$ cat src/rtl/dma_desc_scheduler.sv
// Descriptor-to-command scheduler: splits each DMA descriptor into matched read/write
// command pairs, limits in-flight chunks and reports completion. Optional macro: DMA_4K_BOUNDARY_EN.
module dma_desc_scheduler #(
  parameter int MAX_CHUNK_BYTES = 1024,
  parameter int MAX_OUTSTANDING = 8
) (
  input  logic        clk,
  input  logic        reset_n,
  input  logic        desc_valid_i,
  output logic        desc_ready_o,
  input  logic [31:0] desc_src_addr_i,
  input  logic [31:0] desc_dst_addr_i,
  input  logic [15:0] desc_length_i,
  input  logic [7:0]  desc_id_i,
  input  logic        run_i,
  output logic        dma_rd_fifo_command_req_o,
  output logic [31:0] dma_rd_addr_o,
  output logic [15:0] dma_rd_bytes_to_transfer_o,
  input  logic        dma_rd_fifo_full_i,
  output logic        dma_wr_fifo_command_req_o,
  output logic [31:0] dma_wr_addr_o,
  output logic [15:0] dma_wr_bytes_to_transfer_o,
  input  logic        dma_wr_fifo_full_i,
  input  logic        wr_chunk_done_i,
  output logic        desc_done_o,
  output logic [7:0]  desc_done_id_o,
  output logic        busy_o
);

  typedef enum logic [2:0] {
    IDLE   = 3'd0,
    LOAD   = 3'd1,
    CHECK  = 3'd2,
    ISSUE  = 3'd3,
    DRAIN  = 3'd4,
    REPORT = 3'd5
  } state_t;

  localparam logic [15:0] MAX_CHUNK_C = 16'(MAX_CHUNK_BYTES);
  localparam logic [3:0]  MAX_OUT_C   = 4'(MAX_OUTSTANDING);

  function automatic logic [15:0] min16(input logic [15:0] a, input logic [15:0] b);
    if (a < b) begin
      return a;
    end else begin
      return b;
    end
  endfunction

  state_t      state_r;
  state_t      next_state_s;
  logic [31:0] src_r;
  logic [31:0] dst_r;
  logic [15:0] remaining_r;
  logic [15:0] chunk_r;
  logic [7:0]  id_r;
  logic [15:0] issued_r;
  logic [3:0]  outstanding_r;
  logic [15:0] chunk_next_s;
  logic        accept_s;
  logic        issue_ok_s;
  logic        cnt_inc_s;
  logic        cnt_dec_s;
  logic        cmd_push_s;
  logic        done_set_s;
  logic        busy_set_s;
  logic        rd_req_r;
  logic        wr_req_r;
  logic [31:0] rd_addr_r;
  logic [31:0] wr_addr_r;
  logic [15:0] rd_bytes_r;
  logic [15:0] wr_bytes_r;
  logic        done_r;
  logic [7:0]  done_id_r;
  logic        busy_r;

  assign accept_s   = reset_n & (state_r == IDLE) & run_i & desc_valid_i;
  assign issue_ok_s = run_i & ~dma_rd_fifo_full_i & ~dma_wr_fifo_full_i &
                      (outstanding_r < MAX_OUT_C);
  assign cnt_inc_s  = (state_r == ISSUE);
  assign cnt_dec_s  = wr_chunk_done_i & (outstanding_r != 4'd0);

`ifdef DMA_4K_BOUNDARY_EN
  logic [12:0] src_room_s;
  logic [12:0] dst_room_s;

  // Chunk size limited by descriptor, max chunk and the distance to the next 4 KB page on both sides
  always_comb begin
    src_room_s   = 13'h1000 - {1'b0, src_r[11:0]};
    dst_room_s   = 13'h1000 - {1'b0, dst_r[11:0]};
    chunk_next_s = min16(remaining_r, MAX_CHUNK_C);
    chunk_next_s = min16(chunk_next_s, {3'b000, src_room_s});
    chunk_next_s = min16(chunk_next_s, {3'b000, dst_room_s});
  end
`else
  // Chunk size limited by descriptor remainder and max chunk
  always_comb begin
    chunk_next_s = min16(remaining_r, MAX_CHUNK_C);
  end
`endif

  // State register
  always_ff @(posedge clk or negedge reset_n) begin
    if (!reset_n) begin
      state_r <= IDLE;
    end else begin
      state_r <= next_state_s;
    end
  end

  // Next-state logic
  always_comb begin
    next_state_s = state_r;
    case (state_r)
      IDLE: begin
        if (accept_s) next_state_s = LOAD;
        else          next_state_s = IDLE;
      end
      LOAD: begin
        if (remaining_r == 16'd0) next_state_s = REPORT;
        else                      next_state_s = CHECK;
      end
      CHECK: begin
        if (issue_ok_s) next_state_s = ISSUE;
        else            next_state_s = CHECK;
      end
      ISSUE: begin
        if (remaining_r == chunk_r) next_state_s = DRAIN;
        else                        next_state_s = LOAD;
      end
      DRAIN: begin
        if (outstanding_r == 4'd0) next_state_s = REPORT;
        else                       next_state_s = DRAIN;
      end
      REPORT:  next_state_s = IDLE;
      default: next_state_s = IDLE;
    endcase
  end

  // Output decode; commands and busy follow the next state so they line up with ISSUE
  always_comb begin
    cmd_push_s = (next_state_s == ISSUE);
    done_set_s = (state_r == REPORT);
    busy_set_s = (next_state_s != IDLE);
  end

  // Descriptor datapath: capture on accept, size in LOAD, advance in ISSUE
  always_ff @(posedge clk or negedge reset_n) begin
    if (!reset_n) begin
      src_r       <= 32'h0;
      dst_r       <= 32'h0;
      remaining_r <= 16'h0;
      chunk_r     <= 16'h0;
      id_r        <= 8'h0;
      issued_r    <= 16'h0;
    end else begin
      case (state_r)
        IDLE: begin
          if (accept_s) begin
            src_r       <= desc_src_addr_i;
            dst_r       <= desc_dst_addr_i;
            remaining_r <= desc_length_i;
            id_r        <= desc_id_i;
            issued_r    <= 16'h0;
          end
        end
        LOAD: chunk_r <= chunk_next_s;
        ISSUE: begin
          src_r       <= src_r + {16'h0, chunk_r};
          dst_r       <= dst_r + {16'h0, chunk_r};
          remaining_r <= remaining_r - chunk_r;
          issued_r    <= issued_r + 16'd1;
        end
        default: begin
          chunk_r <= chunk_r;
        end
      endcase
    end
  end

  // In-flight chunk counter; a completion at zero is dropped
  always_ff @(posedge clk or negedge reset_n) begin
    if (!reset_n) begin
      outstanding_r <= 4'd0;
    end else begin
      case ({cnt_inc_s, cnt_dec_s})
        2'b10:   outstanding_r <= outstanding_r + 4'd1;
        2'b01:   outstanding_r <= outstanding_r - 4'd1;
        default: outstanding_r <= outstanding_r;
      endcase
    end
  end

  // Registered outputs; address and size fields are zero whenever no push is active
  always_ff @(posedge clk or negedge reset_n) begin
    if (!reset_n) begin
      rd_req_r   <= 1'b0;
      wr_req_r   <= 1'b0;
      rd_addr_r  <= 32'h0;
      wr_addr_r  <= 32'h0;
      rd_bytes_r <= 16'h0;
      wr_bytes_r <= 16'h0;
      done_r     <= 1'b0;
      done_id_r  <= 8'h0;
      busy_r     <= 1'b0;
    end else begin
      rd_req_r   <= cmd_push_s;
      wr_req_r   <= cmd_push_s;
      rd_addr_r  <= cmd_push_s ? src_r : 32'h0;
      wr_addr_r  <= cmd_push_s ? dst_r : 32'h0;
      rd_bytes_r <= cmd_push_s ? chunk_r : 16'h0;
      wr_bytes_r <= cmd_push_s ? chunk_r : 16'h0;
      done_r     <= done_set_s;
      done_id_r  <= done_set_s ? id_r : 8'h0;
      busy_r     <= busy_set_s;
    end
  end

  assign desc_ready_o               = accept_s;
  assign dma_rd_fifo_command_req_o  = rd_req_r;
  assign dma_rd_addr_o              = rd_addr_r;
  assign dma_rd_bytes_to_transfer_o = rd_bytes_r;
  assign dma_wr_fifo_command_req_o  = wr_req_r;
  assign dma_wr_addr_o              = wr_addr_r;
  assign dma_wr_bytes_to_transfer_o = wr_bytes_r;
  assign desc_done_o                = done_r;
  assign desc_done_id_o             = done_id_r;
  assign busy_o                     = busy_r;

endmodule

$ cat config.mk
export PLATFORM = sky130hd
export DESIGN_NAME = dma_desc_scheduler
export DESIGN_NICKNAME = d
export VERILOG_FILES = /design/src/rtl/dma_desc_scheduler.sv
export SDC_FILE = /design/constraint.sdc
export NUM_CORES = 1
export LEC_CHECK = 0
export ABC_AREA = 1
export BUFFER_PORTS_ARGS = -buffer_cell sky130_fd_sc_hd__buf_2
export CAP_MARGIN = 20
export CORE_MARGIN = 2
export CORE_UTILIZATION = 50
export DETAILED_ROUTE_END_ITERATION = 10
export PLACE_DENSITY = 0.81
export SYNTH_ARGS = -nofsm -noshare
export SYNTH_HDL_FRONTEND = slang
export SYNTH_SLANG_ARGS = --single-unit
$ cat constraint.sdc
create_clock -name clk -period 6.4 [get_ports clk]
set_clock_uncertainty 0.1 [all_clocks]
set_input_delay 1.28 -clock clk [delete_from_list [all_inputs] [get_ports clk]]
set_output_delay 1.28 -clock clk [all_outputs]
set_load 0.03 [all_outputs]
==> summary.txt <==
Floorplan
  – Die area: 24800 um2
  – Site Rows: 56
  – Die X: 157 um
  – Core box area: 23300 um2
  – Die span in y: 157 um
  – I/O Pins: 204
  – Starting Density: 50.6%

Clock tree
  – Post-CTS Setup Inserts: 0
  – CTS root buf: clkbuf_16
  – PostCTS Resize Cnt: 0
  – Hold_buf cts: 0
  – H-tree Lvls: 1
  – CTS buffer count: 22
  – CTS Buffer Depth: 3
  – Clk slew on worst S/H paths: 0.06 ns
  – Skew-Pair Late Insertion Delay: 0.51 ns
  – CTS tree: yes
  – CTS Sinks: 202

Placed design
  – Placed Cells: 2088
  – Dpl ws: 1.90 ns
  – RePlAce Congestion: 0.948
  – Post-DP HPWL: 24000 um
  – PortBufs: 203
  – DP Area: 12900 um2

Drt
  – Routed WL: 32900 um
  – DR iter-0 viols: 830
  – TritonRoute pass-1 iters: 6
  – Total number of vias: 11.0k
  – DRC: 0
  – Routed len/inst: 15.5 um
  – DR vias/cell: 5.17
  – Detail Route Antenna Nets: 0

Power and ir drop
  – Peak supply drop: 216 uV
  – Tot Pwr: 5.90 mW
  – Lkg Pwr: 7.79 nW
  – Pwr/cell area: 429 nW/um2

Final layout
  – Area growth from synthesis to layout: 17.0%
  – Fraction of layout cells with a size suffix above 1: 14.6%
  – Final Cell Area: 13800 um2
  – Final non-filler cell total: 2130
  – Final #Nets: 1943

Global route
  – All-Layer GR Usage: 26.4%
  – Antenna violations before repair: 1
  – Vias in the first global route: 10.5k
  – Largest net degree at the start of global routing: 83
  – GRT overflow: 0
  – Global-route wire length before repair: 52100 um

STA
  – Final Cycle Share: 69.1%
  – Final setup vio count: 0
  – Worst setup margin: 1.98 ns
  – Transition time of the tightest slew-check pin: 1.02 ns
  – RSZ-0062 raised after global routing: false
  – Fin crit period: 4.42 ns
  – Fin Setup TNS: 0 ns
  – Fmax: 226 MHz
  – Final number of hold-violating endpoints: 0
  – Worst relative slew slack: 31.9%
  – Max Transition Viols Final: 0

Logic synthesis
  – EDFF count, synth: 0
  – Synth Warn #: 0
  – Seq cells post-synth: 202
  – Most frequent cell after synthesis: nand2_1
  – Fraction of registers with async set/reset: 100%
  – Cells after synthesis: 1617
  – Synth cell count leaders: nand2_1, inv_1, nor2_1, dfrtp_1, nand3_1
  – Cell Area, Synth: 11800 um2
  – Area leader, netlist: dfrtp_1
  – Yosys cell types: 38
  – Main flop type after synthesis: dfrtp_1
  – Synth top area share: 43.0%
  – Syn nets: 1766
  – Post-Syn Area per Cell: 7.27 um2
  – Area contributors post-synth: dfrtp_1, nand2_1, inv_1
  – Post-synthesis sequential area ratio: 43.0%

Worst setup path
  – Worst setup SP type: input port
  – Critical Path Fanout Max: 62
  – CP required: 5.02 ns
  – Setup CP Type: input port to primary output
  – Worst path arrival time: 3.04 ns
  – Crit end category: primary output

Flow run
  – MaxCap Viol Count: 0

Min path
  – Hold Path Class: flip-flop to flip-flop

Status
  – Status: completed
stage by stage:
step / hold WS, ns / util, %
4_1_cts: 0.401 / 59.0
3_3_place_gp: 0.371 / 55.7
2_1_floorplan: 0.357 / -
3_5_place_dp: 0.379 / 55.7
5_1_grt: 0.421 / 59.1
6_report: 0.398 / 59.1
kinds of logic after synthesis:
logic type | after synthesis | share of synthesized area, %
adder cells (fa/ha/maj) | 54 | 6.00
buffers and inverters | 310 | 10.6
AO/OA/AOI/OAI | 158 | 8.01
AND/OR/NAND/NOR | 856 | 29.7
flip-flops | 202 | 43.0
XOR/XNOR | 37 | 2.76
worst max-delay path, stage by stage:
cell	delay [ns]
clkbuf_8	0.41
nand2_1	0.09
nor3_1	0.15
nand2_1	0.61
inv_2	0.25
buf_2	0.23
cells in the final DEF, fill, tap and decap left out, drive strengths merged, types with 22 or more instances in the layout:
cell type | netlist | routed
a21oi | 46 | 46
buf | 35 | 209
clkbuf | 22 | 32
dfrtp | 202 | 202
ha | 50 | 50
inv | 253 | 255
nand2 | 479 | 479
nand3 | 113 | 113
nor2 | 208 | 208
nor3 | 22 | 22
o21ai | 47 | 47
routing by layer:
metal  vias up  share of wire, %  global-route usage, %
met5         -                 0                      0
met4         0               3.4                   9.22
met3        77               6.8                   3.58
met2       424                47                   44.6
met1      5107                43                   35.0
li1       5410                 -                      -
sequential cells by signal (all words and copies together), names as in the netlist, 3 cells and up:
register                    cells
dst_r                          32
chunk_r                        16
remaining_r                    16
outstanding_r                   4
dma_wr_bytes_to_transfer_o     16
dma_rd_addr_o                  32
desc_done_id_o                  8
dma_wr_addr_o                  32
id_r                            8
src_r                          32
state_r                         3
layout make-up:
type / instances / area, um2
diodes: 1 / 2.50
clock buffers: 31 / 656
clock inverters: 9 / 130
fillers: 2171 / 9510
inverters: 253 / 950
multi-input cells: 1105 / 5480
flip-flops and latches: 202 / 5050
well taps: 319 / 399
repair buffers: 210 / 1090
report_power, final:
group	leakage, nW	total (mW)	switching [mW]	internal [mW]
clock	0.386	1.37	0.535	0.838
combinational	4.78	2.60	1.69	0.908
sequential	2.63	1.93	0.319	1.61
total	7.79	5.90	2.55	3.36
final timing paths:
| check | from | to | slack [ns] | depth (start not counted) |
|---|---|---|---|---|
| worst max-delay path | reset_n | desc_ready_o | 1.98 | 6 |
| worst min-delay path | id_r[3] | desc_done_id_o[3] | 0.40 | 2 |
| worst max register to register | state_r[2] | remaining_r[15] | 3.23 | 8 |
| worst min register to register | id_r[3] | desc_done_id_o[3] | 0.40 | 2 |
| max in group asynchronous | reset_n | dma_rd_addr_o[4] | 4.23 | 2 |
| min in group asynchronous | reset_n | dma_rd_addr_o[1] | 0.64 | 1 |
Note: power is estimated with default switching activity, not from simulation.
